===== config.mk =====
export PLATFORM = sky130hd
export DESIGN_NAME = fetch_exec_controller
export DESIGN_NICKNAME = d
export VERILOG_FILES = /design/src/rtl/cpu_pkg.sv /design/src/rtl/ctrl_decode.sv /design/src/rtl/fetch_exec_controller.sv
export SDC_FILE = /design/constraint.sdc
export NUM_CORES = 1
export LEC_CHECK = 0
export CELL_PAD_IN_SITES_DETAIL_PLACEMENT = 1
export CELL_PAD_IN_SITES_GLOBAL_PLACEMENT = 2
export CORE_ASPECT_RATIO = 0.5
export CORE_MARGIN = 2
export CORE_UTILIZATION = 34
export DETAILED_ROUTE_END_ITERATION = 8
export GPL_ROUTABILITY_DRIVEN = 0
export PLACE_DENSITY_LB_ADDON = 0.1
export SLEW_MARGIN = 20
export SYNTH_ARGS = -nofsm -noshare
export SYNTH_HDL_FRONTEND = slang
export SYNTH_HIERARCHICAL = 1
export SYNTH_SLANG_ARGS = --single-unit

===== constraint.sdc =====
create_clock -name clk -period 3 [get_ports clk]
set_input_delay 0.3 -clock clk [delete_from_list [all_inputs] [get_ports clk]]
set_output_delay 0.3 -clock clk [all_outputs]
set_load 0.005 [all_outputs]

===== src/rtl/cpu_pkg.sv =====
// Shared definitions for the 16-bit accumulator CPU:
// opcodes, sequencer states, control word, ALUOP decode.
package cpu_pkg;

  localparam logic [2:0] OP_HLT = 3'd0;
  localparam logic [2:0] OP_SKZ = 3'd1;
  localparam logic [2:0] OP_ADD = 3'd2;
  localparam logic [2:0] OP_AND = 3'd3;
  localparam logic [2:0] OP_XOR = 3'd4;
  localparam logic [2:0] OP_LDA = 3'd5;
  localparam logic [2:0] OP_STO = 3'd6;
  localparam logic [2:0] OP_JMP = 3'd7;

  typedef enum logic [3:0] {
    S_INST_ADDR  = 4'd0,
    S_INST_FETCH = 4'd1,
    S_INST_LOAD  = 4'd2,
    S_IDLE       = 4'd3,
    S_OP_ADDR    = 4'd4,
    S_OP_FETCH   = 4'd5,
    S_ALU_OP     = 4'd6,
    S_STORE      = 4'd7,
    S_HALTED     = 4'd8
  } state_t;

  typedef struct packed {
    logic sel;
    logic rd;
    logic wr;
    logic ldir;
    logic ld_ac;
    logic inc_pc;
    logic ld_pc;
    logic data_e;
    logic halt;
  } ctrl_t;

  function automatic logic is_aluop(
    input logic [2:0] op
  );
    case (op)
      OP_ADD, OP_AND,
      OP_XOR, OP_LDA: is_aluop = 1'b1;
      default:        is_aluop = 1'b0;
    endcase
  endfunction

endpackage


===== src/rtl/ctrl_decode.sv =====
// Combinational control-word decode: state + opcode + zero -> ctrl.
// Ports: state, opcode, zero in; ctrl (sel..halt) out.
module ctrl_decode
  import cpu_pkg::*;
(
  input  state_t      state,
  input  logic [2:0]  opcode,
  input  logic        zero,
  output ctrl_t       ctrl
);

  logic aluop;
  logic is_skz;
  logic is_sto;
  logic is_jmp;

  always_comb begin
    aluop  = is_aluop(opcode);
    is_skz = (opcode == OP_SKZ);
    is_sto = (opcode == OP_STO);
    is_jmp = (opcode == OP_JMP);
    ctrl   = '0;
    unique case (1'b1)
      state == S_INST_ADDR: begin
        ctrl.sel = 1'b1;
      end
      state == S_INST_FETCH: begin
        ctrl.sel = 1'b1;
        ctrl.rd  = 1'b1;
      end
      state == S_INST_LOAD: begin
        ctrl.sel  = 1'b1;
        ctrl.rd   = 1'b1;
        ctrl.ldir = 1'b1;
      end
      state == S_IDLE: begin
        ctrl = '0;
      end
      state == S_OP_ADDR: begin
        ctrl.inc_pc = 1'b1;
      end
      state == S_OP_FETCH: begin
        ctrl.rd = aluop;
      end
      state == S_ALU_OP: begin
        ctrl.rd     = aluop;
        ctrl.ld_ac  = aluop;
        ctrl.inc_pc = is_skz & zero;
        ctrl.ld_pc  = is_jmp;
        ctrl.data_e = is_sto;
      end
      state == S_STORE: begin
        ctrl.wr     = is_sto;
        ctrl.data_e = is_sto;
        ctrl.ld_pc  = is_jmp;
      end
      state == S_HALTED: begin
        ctrl.halt = 1'b1;
      end
      default: begin
        ctrl = '0;
      end
    endcase
  end

endmodule


===== src/rtl/fetch_exec_controller.sv =====
// Eight-phase fetch/execute sequencer with mem_rdy stalls, timeout trap.
// Ports: clk, rst (async low), opcode, zero, mem_rdy in; sel, rd, wr,
// ldir, ld_ac, inc_pc, ld_pc, data_e, halt, bus_err out.
// Macro SINGLE_STEP_EN adds step (in) and waiting (out).
module fetch_exec_controller
  import cpu_pkg::*;
#(
  parameter int MEM_TIMEOUT = 15,
  parameter int CNT_W       = 8
) (
  input  logic       clk,
  input  logic       rst,
  input  logic [2:0] opcode,
  input  logic       zero,
  input  logic       mem_rdy,
`ifdef SINGLE_STEP_EN
  input  logic       step,
  output logic       waiting,
`endif
  output logic       sel,
  output logic       rd,
  output logic       wr,
  output logic       ldir,
  output logic       ld_ac,
  output logic       inc_pc,
  output logic       ld_pc,
  output logic       data_e,
  output logic       halt,
  output logic       bus_err
);

  state_t            state;
  state_t            state_n;
  logic [CNT_W-1:0]  cnt;
  logic [CNT_W-1:0]  cnt_n;
  logic              bus_err_n;
  logic              aluop;
  logic              wait_st;
  logic              stall;
  logic              timeout;
  logic              go;
  ctrl_t             ctrl;

`ifdef SINGLE_STEP_EN
  logic s1;
  logic s2;
  logic s3;
  logic pend;
  logic consume;

  assign consume = (state == S_INST_ADDR) & pend;
  assign go      = pend;
  assign waiting = (state == S_INST_ADDR) & ~pend;

  // A step edge seen while an instruction runs stays pending
  // until the next INST_ADDR consumes it.
  always_ff @(posedge clk or negedge rst) begin
    if (!rst) begin
      s1   <= 1'b0;
      s2   <= 1'b0;
      s3   <= 1'b0;
      pend <= 1'b0;
    end else begin
      s1   <= step;
      s2   <= s1;
      s3   <= s2;
      pend <= (s2 & ~s3) | (pend & ~consume);
    end
  end
`else
  assign go = 1'b1;
`endif

  always_ff @(posedge clk or negedge rst) begin
    if (!rst) begin
      state   <= S_INST_ADDR;
      cnt     <= '0;
      bus_err <= 1'b0;
    end else begin
      state   <= state_n;
      cnt     <= cnt_n;
      bus_err <= bus_err_n;
    end
  end

  always_comb begin
    aluop   = is_aluop(opcode);
    wait_st = (state == S_INST_FETCH)
            | ((state == S_OP_FETCH) & aluop)
            | ((state == S_STORE) & (opcode == OP_STO));
    stall   = wait_st & ~mem_rdy;
    // The stall cycle that would bring the count to MEM_TIMEOUT traps;
    // mem_rdy high on that cycle is not a stall, so it completes.
    timeout = stall & (cnt == CNT_W'(MEM_TIMEOUT - 1));
    state_n = state;
    case (state)
      S_INST_ADDR:  state_n = go ? S_INST_FETCH : S_INST_ADDR;
      S_INST_FETCH: state_n = S_INST_LOAD;
      S_INST_LOAD:  state_n = S_IDLE;
      S_IDLE:       state_n = S_OP_ADDR;
      S_OP_ADDR: begin
        // Anything not a known non-HLT opcode (incl. X) halts.
        case (opcode)
          OP_SKZ, OP_ADD, OP_AND, OP_XOR,
          OP_LDA, OP_STO, OP_JMP: state_n = S_OP_FETCH;
          default:                state_n = S_HALTED;
        endcase
      end
      S_OP_FETCH:   state_n = S_ALU_OP;
      S_ALU_OP:     state_n = S_STORE;
      S_STORE:      state_n = S_INST_ADDR;
      S_HALTED:     state_n = S_HALTED;
      default:      state_n = S_INST_ADDR;
    endcase
    if (stall) begin
      state_n = timeout ? S_HALTED : state;
    end
    cnt_n = cnt;
    if (state_n != state) begin
      cnt_n = '0;
    end else if (stall) begin
      cnt_n = cnt + 1'b1;
    end
    bus_err_n = bus_err | timeout;
  end

  ctrl_decode u_dec (
    .state  (state),
    .opcode (opcode),
    .zero   (zero),
    .ctrl   (ctrl)
  );

  assign sel    = ctrl.sel;
  assign rd     = ctrl.rd;
  assign wr     = ctrl.wr;
  assign ldir   = ctrl.ldir;
  assign ld_ac  = ctrl.ld_ac;
  assign inc_pc = ctrl.inc_pc;
  assign ld_pc  = ctrl.ld_pc;
  assign data_e = ctrl.data_e;
  assign halt   = ctrl.halt;

endmodule


---- After elaboration in Yosys (flattened, before gate mapping) ----
Index checks and enable logic that the tools add are counted.
Widths: inputs -> output; s select.
storage, ports and cells
  flip-flop bits (word level) ............. 13
  input bits .............................. 7
operators by class
  bitwise gates (word level) .............. 9
  add/subtract/negate cells ............... 1
  reductions and logical operators ........ 8
  equal/unequal tests ..................... 17
  mux-type cells .......................... 15
operators by type and width
  kind                 number
  $pmux 4 s8           1
  $eq 4x3->1 const B   4
  $mux 8               2
  $eq 3x3->1 const B   4
  $mux 4               3
  $add 8x1->8 const B  1
  $eq 4x2->1 const B   2
  $eq 8x4->1 const B   1
  $reduce_or 7->1      1
  $eq 3x2->1 const B   2
  $mux 1               6
  $reduce_or 2->1      3
  $and 1x1->1          5
  $eq 4x1->1 const B   1
  $eq 4x4->1 const B   1
  $logic_not 4->1      1
  $ne 4x4->1           1
  $pmux 1 s2           2
  $reduce_or 4->1      1
  $eq 3x1->1 const B   1
  $or 1x1->1           3
  $reduce_or 3->1      1
  $mux 2               1
  $reduce_bool 2->1    1
  $not 1->1            1

---- Longest topological paths before layout ----
  depth in word-level cells ............... 12
  mapped depth ............................ 7

---- Cells and area by module ----
Netlist, hierarchy kept.
by module, submodules not included
  module                 cells each  seq. area each (um^2)  instances  area an instance (um^2)
  fetch_exec_controller  90          325.3                  1          858.3
  ctrl_decode            19          0.0                    1          136.4

---- Least setup slack after synthesis ----
No wires, ideal clock.
  kind .................................... register to register
  start ................................... register state[2]
  end ..................................... register cnt[5]
  cell stages (with the launch flop) ...... 7
  arrival time ............................ 1.704 ns
  slack ................................... 1.222 ns
  period minus slack after synthesis ...... 1.778 ns
  cells stage by stage .................... dfrtp_1 buf_6 and4b_1 o21a_4 o21ai_4 or4_4 a21oi_2
on the way
  word-level cells in the longest chain between the ends .. 10
  elaborated cells on any way between the ends .. 21
ends and longest elaborated chain
  element                                      RTL line                                                  source
  start: declaration                           fetch_exec_controller.sv:32                               state_t state;
  start signal: assignment                     fetch_exec_controller.sv:80                               state <= state_n;
  $eq 4x3->1                                   fetch_exec_controller.sv:89, fetch_exec_controller.sv:96
  $and 1x1->1                                  fetch_exec_controller.sv:89                               | ((state == S_OP_FETCH) & aluop)
  $or 1x1->1                                   fetch_exec_controller.sv:89
  $or 1x1->1                                   fetch_exec_controller.sv:90                               | ((state == S_STORE) & (opcode == OP_STO));
  $and 1x1->1                                  fetch_exec_controller.sv:91                               stall = wait_st & ~mem_rdy;
  $and 1x1->1                                  fetch_exec_controller.sv:94                               timeout = stall & (cnt == CNT_W'(MEM_TIMEOUT - 1));
  $mux 4                                       fetch_exec_controller.sv:116                              state_n = timeout ? S_HALTED : state;
  $mux 4                                       fetch_exec_controller.sv:115                              if (stall) begin
  $ne 4x4->1                                   fetch_exec_controller.sv:119                              if (state_n != state) begin
  $mux 8 or $reduce_bool 2->1 (tied branches)  -
  end signal: assignment                       fetch_exec_controller.sv:81                               cnt <= cnt_n;
  end: declaration                             fetch_exec_controller.sv:34                               logic [CNT_W-1:0] cnt;
Several ways; a longest one is shown, not always the timed one.
A chain may end at the register's enable or synchronous reset.

---- Worst setup path in the final report ----
  start ................................... input opcode[2]
  end ..................................... output inc_pc
on the way
  word-level cells in the longest chain between the ends .. 3
ends and longest elaborated chain
  element             RTL line                     source
  start: declaration  fetch_exec_controller.sv:13  input logic [2:0] opcode,
  $eq 3x1->1          ctrl_decode.sv:19            is_skz = (opcode == OP_SKZ);
  $and 1x1->1         ctrl_decode.sv:48            ctrl.inc_pc = is_skz & zero;
  $pmux 1 s2          ctrl_decode.sv:23            unique case (1'b1)
  end: declaration    fetch_exec_controller.sv:25  output logic inc_pc,
Every way passes these cells.

==> results.yml <==
critical_path:
  worstSetupPathType: "in2out"
  crit_arrival_ps: 2020
  cp_max_fo: 8
  end_kind: "output pin"
  worst_setup_path_start_kind: "input port"
  reg2reg_slack_ps: 920
  cp.required_ps: 2700
route:
  route.antenna.remaining_nets: 0
  wl_per_cell_um: 14.9
  wl_um: 2420
  drc: 0
  vias_per_cell: 5.46
  drt_iter0_drc: 56
  vias: 885
  drt-pass1-iter-count: 4
global_routing:
  track_usage: 0.150
  grt_pass1_vias: 836
  grt_antenna_before_repair: 0
  grt_pass1_wl_um: 3950
  grt_max_degree: 20
  overflow: 0
die:
  initial_core_util: 0.371
  row_count: 13
  io_pins: 17
  core_um2: 2680
  die_w_um: 80.5
  dieArea_um2: 3400
  die_h_um: 42.2
pwr:
  peakVddDrop_mv: 0.327
  powerDensity_nw_per_um2: 693
  p_leak_nw: 0.456
  finalPower_mw: 0.847
placement:
  dpl.hpwl_um: 1790
  dpl.cell_count: 158
  place_area_um2: 1170
  place.port_buffers: 16
yosys:
  synth_edf_count: 0
  syn-num-nets: 118
  synth_top_area_share: 0.327
  synth_area_um2: 995
  ys_warn_count: 6
  async_reset_ff_frac: 1.00
  avgSynthCellArea_um2: 9.13
  yosysTopAreaCell: "dfrtp_1"
  ys_types: 45
  synthFlopType: "dfrtp_1"
  synth_seq_cells: 13
  ys_top_cells_by_area: "dfrtp_1 (33%), nor2_1 (5.3%), xor2_1 (3.5%), inv_1 (3.0%), o2111ai_1 (2.6%)"
  synth_cells: 109
  ys_seq_area_frac: 0.327
timing:
  max_slew_margin: 0.584
  timing.final.crit_share: 0.773
  slew_viol_final: 0
  clock_skew_ps: 4.36
  hold_viol: 0
  fin_crit_ps: 2320
  final.setup.tns_ps: 0
  rsz0062_at_grt: "false"
  tightest_slew_ps: 624
  finalSetupViolations: 0
  max_freq_mhz: 431
layout:
  area_growth_pct: 22.8
  final_common_cell: "clkdlybuf4s50_1"
  layout_common_cells: "clkdlybuf4s50_1 (16), nor2_1 (14), dfrtp_1 (13)"
  stdcell_count: 162
  drive_gt1_frac: 0.112
  n_antenna_cell: 0
  finalInstanceArea_um2: 1220
  nets: 135
clocking:
  clkTransAtPathRegs_ps: 60
  post_cts_resize_count: 0
  cts_tree: "done"
  cts.sinks: 13
  cts_buffers: 3
  cts_root_buffer: "clkbuf_8"
  worstSkewPairLatency_ps: 240
  postCtsHoldBufs: 0
  h-tree-depth: 1
  cts_setup_buffers: 0
  cts_buffer_depth: 2
job:
  drv_cap: 0
worst_hold_path:
  min_path_type: "in2async"
status:
  status: "finished, final reports clean"
==> routing by layer <==
metal,track usage,part of all wire,vias up
met3,0.0366,0.045,0
met4,0.0373,0,0
met2,0.215,0.39,21
li1,-,-,442
met1,0.223,0.56,422
met5,0,0,-
==> cell type report <==
| type | count | area (um^2) |
|---|---|---|
| clock buffers | 3 | 41.3 |
| clock inverters | 1 | 5.00 |
| fillers | 319 | 1460 |
| inverters | 8 | 30.0 |
| multi-input cells | 84 | 613 |
| flip-flops and latches | 13 | 325 |
| well taps | 37 | 46.3 |
| repair buffers | 16 | 160 |
==> stage by stage <==
stage | setup slack, ps | hold WS [ps] | utilization
2_1_floorplan | 1220 | 4.41 | -
3_3_place_gp | 663 | 462 | 0.438
3_5_place_dp | 658 | 470 | 0.438
4_1_cts | 662 | 467 | 0.455
5_1_grt | 585 | 484 | 0.455
6_report | 681 | 432 | 0.455
==> cells in the mapped netlist, types with 2 or more instances <==
library cell	count
o211ai_1	2
o31ai_1	2
nand2b_1	2
nand3_1	2
dfrtp_1	13
o21bai_1	3
o41ai_1	2
a211oi_1	2
xor2_1	4
buf_2	2
ha_1	2
a21oi_2	2
nor3_1	2
a21oi_1	4
nor4_1	2
o2111ai_1	3
o21ai_0	5
inv_1	8
nor2_1	14
nand4b_1	2
xnor2_1	2
nand2_1	5
nor4b_1	2
==> path summary, 6_finish.rpt <==
kind	startpoint	depth (start not counted)	end
setup reg to reg	state[1]	5	cnt[5]
setup / recovery	opcode[2]	4	inc_pc
max in group asynchronous	rst	1	state[3]
hold / removal	rst	1	cnt[7]
min in group clk	bus_err	1	bus_err
hold reg to reg	bus_err	1	bus_err
==> cell families (layout without fill, tap and decap cells) <==
group | Yosys count | count (layout) | share of synthesized area
AO/OA/AOI/OAI | 34 | 34 | 0.272
XOR/XNOR | 6 | 6 | 0.0528
adder cells (fa/ha/maj) | 2 | 2 | 0.0252
buffers and inverters | 12 | 28 | 0.0566
flip-flops | 13 | 13 | 0.327
AND/OR/NAND/NOR | 42 | 42 | 0.267
==> critical path, cell delays in order <==
cell,delay [ps]
clkdlybuf4s50_1,530
nand4bb_1,270
a2111oi_2,360
clkdlybuf4s50_1,550
==> state kept, by name (all words and copies together), names as in the netlist <==
signal	cells
cnt	8
state	4
bus_err	1
==> power breakdown <==
| group | internal (mW) | switching (mW) | leakage [nW] |
|---|---|---|---|
| Combinational | 0.196 | 0.194 | 0.255 |
| Clock | 0.0917 | 0.0652 | 0.0255 |
| Sequential | 0.200 | 0.0990 | 0.176 |
| Total | 0.488 | 0.359 | 0.456 |
(Power assumes the default switching activity.)
